## src/rtl/boot_loader.sv

```systemverilog
// rtl/boot_loader.sv - power-up rom-to-ram data image copier that holds top_core in reset until the copy completes; optional readback pass under BOOT_VERIFY_EN
module boot_loader #(
  parameter int                XLEN       = 32,
  parameter int                AWIDTH     = 12,
  parameter logic [AWIDTH-1:0] SRC_BASE   = 'h800,
  parameter logic [AWIDTH-1:0] DST_BASE   = 'h000,
  parameter int                COPY_BYTES = 'h800
) (
  input  logic              clk,
  input  logic              rst_n,
  output logic              core_rst_n,
  output logic              busy,
  output logic              done,
  output logic              boot_err,
  input  logic [AWIDTH-1:0] core_inst_addr,
  output logic [AWIDTH-1:0] rom_addr,
  input  logic [XLEN-1:0]   rom_data,
  input  logic [AWIDTH-1:0] core_addr,
  input  logic [XLEN-1:0]   core_wdata,
  input  logic [2:0]        core_we,
  output logic [AWIDTH-1:0] ram_addr,
  output logic [XLEN-1:0]   ram_wdata,
  output logic [2:0]        ram_we,
  input  logic [XLEN-1:0]   ram_rdata
);

`ifdef BOOT_VERIFY_EN
  typedef enum logic [2:0] {S_INIT, S_FETCH, S_STORE, S_VRD, S_VCMP, S_RELEASE, S_RUN} state_t;
`else
  typedef enum logic [2:0] {S_INIT, S_FETCH, S_STORE, S_RELEASE, S_RUN} state_t;
`endif

  // offset of the final word; only meaningful when COPY_BYTES is nonzero
  localparam logic [AWIDTH-1:0] LAST_OFF = AWIDTH'((COPY_BYTES >= 4) ? COPY_BYTES - 4 : 0);
  localparam logic [AWIDTH-1:0] WORD     = AWIDTH'(4);

  state_t            state, state_nxt;
  logic [AWIDTH-1:0] off, off_nxt;

  // state, offset and the registered core-control outputs
  always_ff @(posedge clk) begin
    if (!rst_n) begin
      state      <= S_INIT;
      off        <= '0;
      core_rst_n <= 1'b0;
      busy       <= 1'b1;
      done       <= 1'b0;
    end else begin
      state <= state_nxt;
      off   <= off_nxt;
      if (state == S_RUN) begin
        core_rst_n <= 1'b1;
        busy       <= 1'b0;
        done       <= 1'b1;
      end
    end
  end

  // next state and memory-port steering: copier owns the ports until RUN
  always_comb begin
    state_nxt = state;
    off_nxt   = off;
    rom_addr  = SRC_BASE;
    ram_addr  = DST_BASE;
    ram_wdata = rom_data;
    ram_we    = 3'b000;
    case (state)
      S_INIT: begin
        state_nxt = (COPY_BYTES != 0) ? S_FETCH : S_RELEASE;
      end
      S_FETCH: begin
        rom_addr  = SRC_BASE + off;
        state_nxt = S_STORE;
      end
      S_STORE: begin
        ram_addr = DST_BASE + off;
        ram_we   = 3'b110;
        if (off == LAST_OFF) begin
          off_nxt = '0;
`ifdef BOOT_VERIFY_EN
          state_nxt = S_VRD;
`else
          state_nxt = S_RELEASE;
`endif
        end else begin
          off_nxt   = off + WORD;
          state_nxt = S_FETCH;
        end
      end
`ifdef BOOT_VERIFY_EN
      S_VRD: begin
        rom_addr  = SRC_BASE + off;
        ram_addr  = DST_BASE + off;
        state_nxt = S_VCMP;
      end
      S_VCMP: begin
        rom_addr = SRC_BASE + off;
        ram_addr = DST_BASE + off;
        if (off == LAST_OFF) begin
          off_nxt   = '0;
          state_nxt = S_RELEASE;
        end else begin
          off_nxt   = off + WORD;
          state_nxt = S_VRD;
        end
      end
`endif
      S_RELEASE: begin
        state_nxt = S_RUN;
      end
      S_RUN: begin
        rom_addr  = core_inst_addr;
        ram_addr  = core_addr;
        ram_wdata = core_wdata;
        ram_we    = core_we;
      end
      default: begin
        state_nxt = S_INIT;
      end
    endcase
    if (!rst_n) ram_we = 3'b000;
  end

`ifdef BOOT_VERIFY_EN
  // sticky flag: any readback word differing from its rom source
  always_ff @(posedge clk) begin
    if (!rst_n) begin
      boot_err <= 1'b0;
    end else if (state == S_VCMP && ram_rdata != rom_data) begin
      boot_err <= 1'b1;
    end
  end
`else
  assign boot_err = 1'b0;
  logic unused_rdata;
  assign unused_rdata = ^ram_rdata;
`endif

  // simulation-only sanity checks on the copy size
  always_ff @(posedge clk) begin
    assert (COPY_BYTES % 4 == 0);
    assert (COPY_BYTES <= (1 << AWIDTH));
  end

endmodule

```

## config.mk

```make
export PLATFORM = sky130hd
export DESIGN_NAME = boot_loader
export DESIGN_NICKNAME = d
export VERILOG_FILES = /design/src/rtl/boot_loader.sv
export SDC_FILE = /design/constraint.sdc
export NUM_CORES = 1
export LEC_CHECK = 0
export BUFFER_PORTS_ARGS = -buffer_cell sky130_fd_sc_hd__buf_4
export CAP_MARGIN = 20
export CORE_AREA = 2 2 72 74
export CTS_BUF_LIST = sky130_fd_sc_hd__clkbuf_2 sky130_fd_sc_hd__clkbuf_4 sky130_fd_sc_hd__clkbuf_8
export CTS_CLUSTER_DIAMETER = 60
export DETAILED_ROUTE_END_ITERATION = 10
export DIE_AREA = 0 0 74 76
export PLACE_DENSITY = 0.77
export REMOVE_ABC_BUFFERS = 1
export SLEW_MARGIN = 20
export SYNTH_ARGS = -nofsm -noshare
export SYNTH_HDL_FRONTEND = slang
export SYNTH_SLANG_ARGS = --single-unit
```

## constraint.sdc

```tcl
create_clock -name clk -period 1.8 [get_ports clk]
set_input_delay 0.36 -clock clk [delete_from_list [all_inputs] [get_ports clk]]
set_output_delay 0.36 -clock clk [all_outputs]
set_load 0.02 [all_outputs]
```

==> out/metrics.sh <==
RUN_STATUS='complete, but fails checks'
FAILED_CHECKS='negative setup slack'
GRT_ANTENNA_BEFORE_REPAIR=0
IO-PIN-COUNT=188
YOSYS_REGISTER_BITS=15
SYNTH_COMMON_CELLS='sky130_fd_sc_hd__nand2_1 (109), sky130_fd_sc_hd__a22o_1 (16), sky130_fd_sc_hd__dfxtp_1 (15)'
CAP_VIOLATIONS=0
VIA_COUNT=2114
SYNTH_WARNINGS=0
DRT-INITIAL-DRC-COUNT=40
ROW_COUNT=26
SYN-CELL-AREA_MM2=0.00132
CORE-AREA_MM2=0.00491
AREA.GROWTH.SYNTH_TO_FINAL_PCT=132
CRIT_PATH_END='ram_we[2]'
CRITICAL_PATH_CELL_COUNT=6
CRIT_PATH_TOP_DELAY_CELL='sky130_fd_sc_hd__dfxtp_4'
UNREPAIRED_SETUP_ENDPOINTS_AFTER_GLOBAL_ROUTING='true'
MAX_FREQ_MHz=543
DRC=0
CRITICAL_PATH.CELL_CHAIN='nor2_4, and2_4, buf_12, a21oi_2, nor2b_1, buf_4'
R2R_END='state[1]$_SDFFE_PN0P_'
CP-START-KIND='flop'
WORST-ENDPOINT-ARRIVAL_NS=1.48
LAYOUT_SETUP_WS_NS=-0.0402
CP-STARTPOINT='state[0]$_SDFFE_PN0P_'
SYNTH.LIB_CELLS_USED.DISTINCT=33
FIN_CRIT_SH=1.02
POST_SYNTH.CELL_AREA_AVG_UM2=6.07
TOTAL_LEAKAGE_POWER_nW=1.62
ANTENNA_VIOLATING_NETS_POST_ROUTE=0
GRTUSAGETOTAL=0.198
HTREEDEPTH=1
ASYNC_FLOP_SHARE=0
WL_PER_CELL_UM=13.5
DIE_HEIGHT_UM=76
CELL_WITH_THE_MOST_INSTANCES_AFTER_SYNTHESIS='sky130_fd_sc_hd__nand2_1'
CLOCK_TREE.ROOT_CELL='sky130_fd_sc_hd__clkbuf_8'
HOLDCRITPATHCLASS='input pin to flop'
DIE_W_UM=74
HOLD_VIOL_FINAL=0
R2R_SETUP_SLACK_NS=0.07
WORST_SETUP_HOLD_PATH_CLK_SLEW_NS=0.06
MULTIINPUTGATEAREA_MM2=0.00106
FP.DIEAREA_MM2=0.00562
WIRE_LENGTH_OF_THE_FIRST_GLOBAL_ROUTING_PASS_MM=8.96
FINALWEIGHTEDCONGESTION=0.825
CTS_HOLD_REPAIR.BUFFERS=0
GRT_PASS1_VIAS=1964
SHARE_OF_SYNTHESIZED_AREA_OCCUPIED_BY_FLIP_FLOPS_AND_LATCHES=0.228
PORT-BUFFER-COUNT=154
CTS_MADE_BUFFERS=3
CRIT-REG2REG-LAUNCH='off[9]$_SDFFE_PN0N_'
SEQ_AREA_UM2=309
DRIVE_ABOVE_1_SHARE=0.560
WORSTSKEWPAIRLATENCY_NS=0.25
SYNTHCELLS=217
YOSYS_MOST_USED_DFF='sky130_fd_sc_hd__dfxtp_1'
DRT_PASS1_ITERATIONS=4
SETUP_VIOLATIONS=19
ANTENNA-DIODE-COUNT=0
FINAL_MAX_SLEW_VIOL_COUNT=0
FINAL_CORE_UTILIZATION=0.621
DETAIL_ROUTE.VIAS_PER_CELL=4.66
MAX_STAGE_DELAY_NS=0.37
FLOORPLAN.INITIALDENSITY=0.268
CELLPOWERDENSITY_mW_PER_MM2=378
DPL.HPWL_MM=4.49
GLOBALROUTEOVERFLOWTOTAL=0
PERIOD_NEEDED_NS=1.84
NUM-NETS-FINAL=511
WHS_NS=0.349
WORST_PATH_BUFS_INVS=2
FINAL.SETUP_SKEW_NS=0.00195
WORST_R2R_PATH_DEPTH=4
CLOCK_TREE.BUFFER_DEPTH=2
TRITONCTS_CLOCK_TREE='done'
FILLERINSTANCES=447
WORST_SETUP_PATH_END_KIND='output pin'
REQUIRED_ARRIVAL_TIME_AT_THE_WORST_ENDPOINT_NS=1.44
CTS_SINKS=15
CP_MAX_FO=8
VDD.IR_DROP.WORST_V=0.000320
ROUTED_WIRELENGTH_MM=6.14
SYNTH_LARGEST_AREA_CELL='sky130_fd_sc_hd__nand2_1'
SYNTH_AREA_LEADERS='sky130_fd_sc_hd__nand2_1 (31%), sky130_fd_sc_hd__dfxtp_1 (23%), sky130_fd_sc_hd__a22o_1 (11%), sky130_fd_sc_hd__nor2_1 (3.4%), sky130_fd_sc_hd__xnor2_1 (3.3%)'
YOSYS.AREA.TOP_TYPE_SHARE=0.311
CRITPATHKIND='flop to output pin'
SYNTH_ENABLE_FLOP_CELLS=0
CRITICAL-PATH-TOP-DELAY-FAMILY='simple AND/OR/NAND/NOR gates'
GRT_MAX_DEGREE=29
## routing by layer
layer,GRT usage,vias up,part of all wire
met5,0,-,0
met4,0.0527,0,0.012
met3,0.0384,7,0.086
met2,0.379,97,0.55
met1,0.212,967,0.35
li1,-,1043,-
## timing repair
| item | 4_1_cts | 5_1_grt |
|---|---|---|
| pin swaps | 1 | 15 |
| buffers inserted | 2 | 1 |
| resized for setup | 8 | 72 |
| gates cloned | 1 | 1 |
| endpoints found under the hold margin | 0 | 0 |
| endpoints found under the setup margin | 54 | 55 |
## per-stage QoR
stage / TNS (ns) / setup slack [ns] / total power, mW / area [um2] / std cells
after floorplan: -25.08 / -0.641 / 0.513 / 1260 / 203
after global placement: 0 / 0.123 / 0.794 / 2670 / 446
after detailed placement: 0 / 0.0568 / 0.801 / 2670 / 446
after CTS: -0.345 / -0.0407 / 1.11 / 2780 / 453
after global routing: -2.75 / -0.105 / 1.21 / 3050 / 454
final: -0.266 / -0.0402 / 1.15 / 3050 / 454
## placed cells by master, fill, tap and decap left out, types with 3 or more instances in the layout
cell type                  Yosys  routed
sky130_fd_sc_hd__a22o_1       16      16
sky130_fd_sc_hd__nand2_4       0       4
sky130_fd_sc_hd__and2_1        4       3
sky130_fd_sc_hd__nand2_1     109      92
sky130_fd_sc_hd__buf_4         2     131
sky130_fd_sc_hd__dfxtp_1      15      12
sky130_fd_sc_hd__nor2_1       12      11
sky130_fd_sc_hd__xnor2_1       5       5
sky130_fd_sc_hd__nand2_2       0      13
sky130_fd_sc_hd__xor2_1        3       3
sky130_fd_sc_hd__buf_6         0      42
sky130_fd_sc_hd__buf_12        0       3
sky130_fd_sc_hd__nand2b_1      3       3
sky130_fd_sc_hd__a21oi_2       0       4
sky130_fd_sc_hd__nand4_1       3       3
sky130_fd_sc_hd__clkbuf_8      0       3
sky130_fd_sc_hd__and3_1        6       5
## report_power, final
group / internal, mW / total (mW) / switching [mW]
logic: 0.290 / 0.510 / 0.220
clock network: 0.172 / 0.294 / 0.122
registers: 0.338 / 0.349 / 0.0104
total: 0.801 / 1.15 / 0.353
## flip-flops by register name, summed over array words and instances (netlist names)
register	flops
busy	1
done	1
off	10
state	3
## cell type report
type,instances,share of cell area
Multi-Input combinational cell,187,0.347
Sequential cell,15,0.101
Tap cell,70,0.0287
Clock buffer,4,0.0160
Timing Repair Buffer,177,0.506
Inverter,1,0.00123
## logic make-up after synthesis
kind of cell / synth area share
DFF: 0.228
other: 0.00285
buffers and inverters: 0.0485
xor gates and xnor gates: 0.0532
adders and majority gates: 0.00950
AOI/OAI and AO/OA: 0.158
and+or+nand+nor: 0.500
## how the worst min path moves through the flow
stage | start | to | cells after the start
5_1_grt | rst_n | busy$_SDFFE_PN1N_ | 2
2_1_floorplan | rst_n | busy$_SDFFE_PN1N_ | 1
4_1_cts | rst_n | busy$_SDFFE_PN1N_ | 2
3_5_place_dp | busy$_SDFFE_PN1N_ | busy$_SDFFE_PN1N_ | 2
3_3_place_gp | busy$_SDFFE_PN1N_ | busy$_SDFFE_PN1N_ | 2
6_report | rst_n | busy$_SDFFE_PN1N_ | 2
Note: power is estimated with default switching activity, not from simulation.
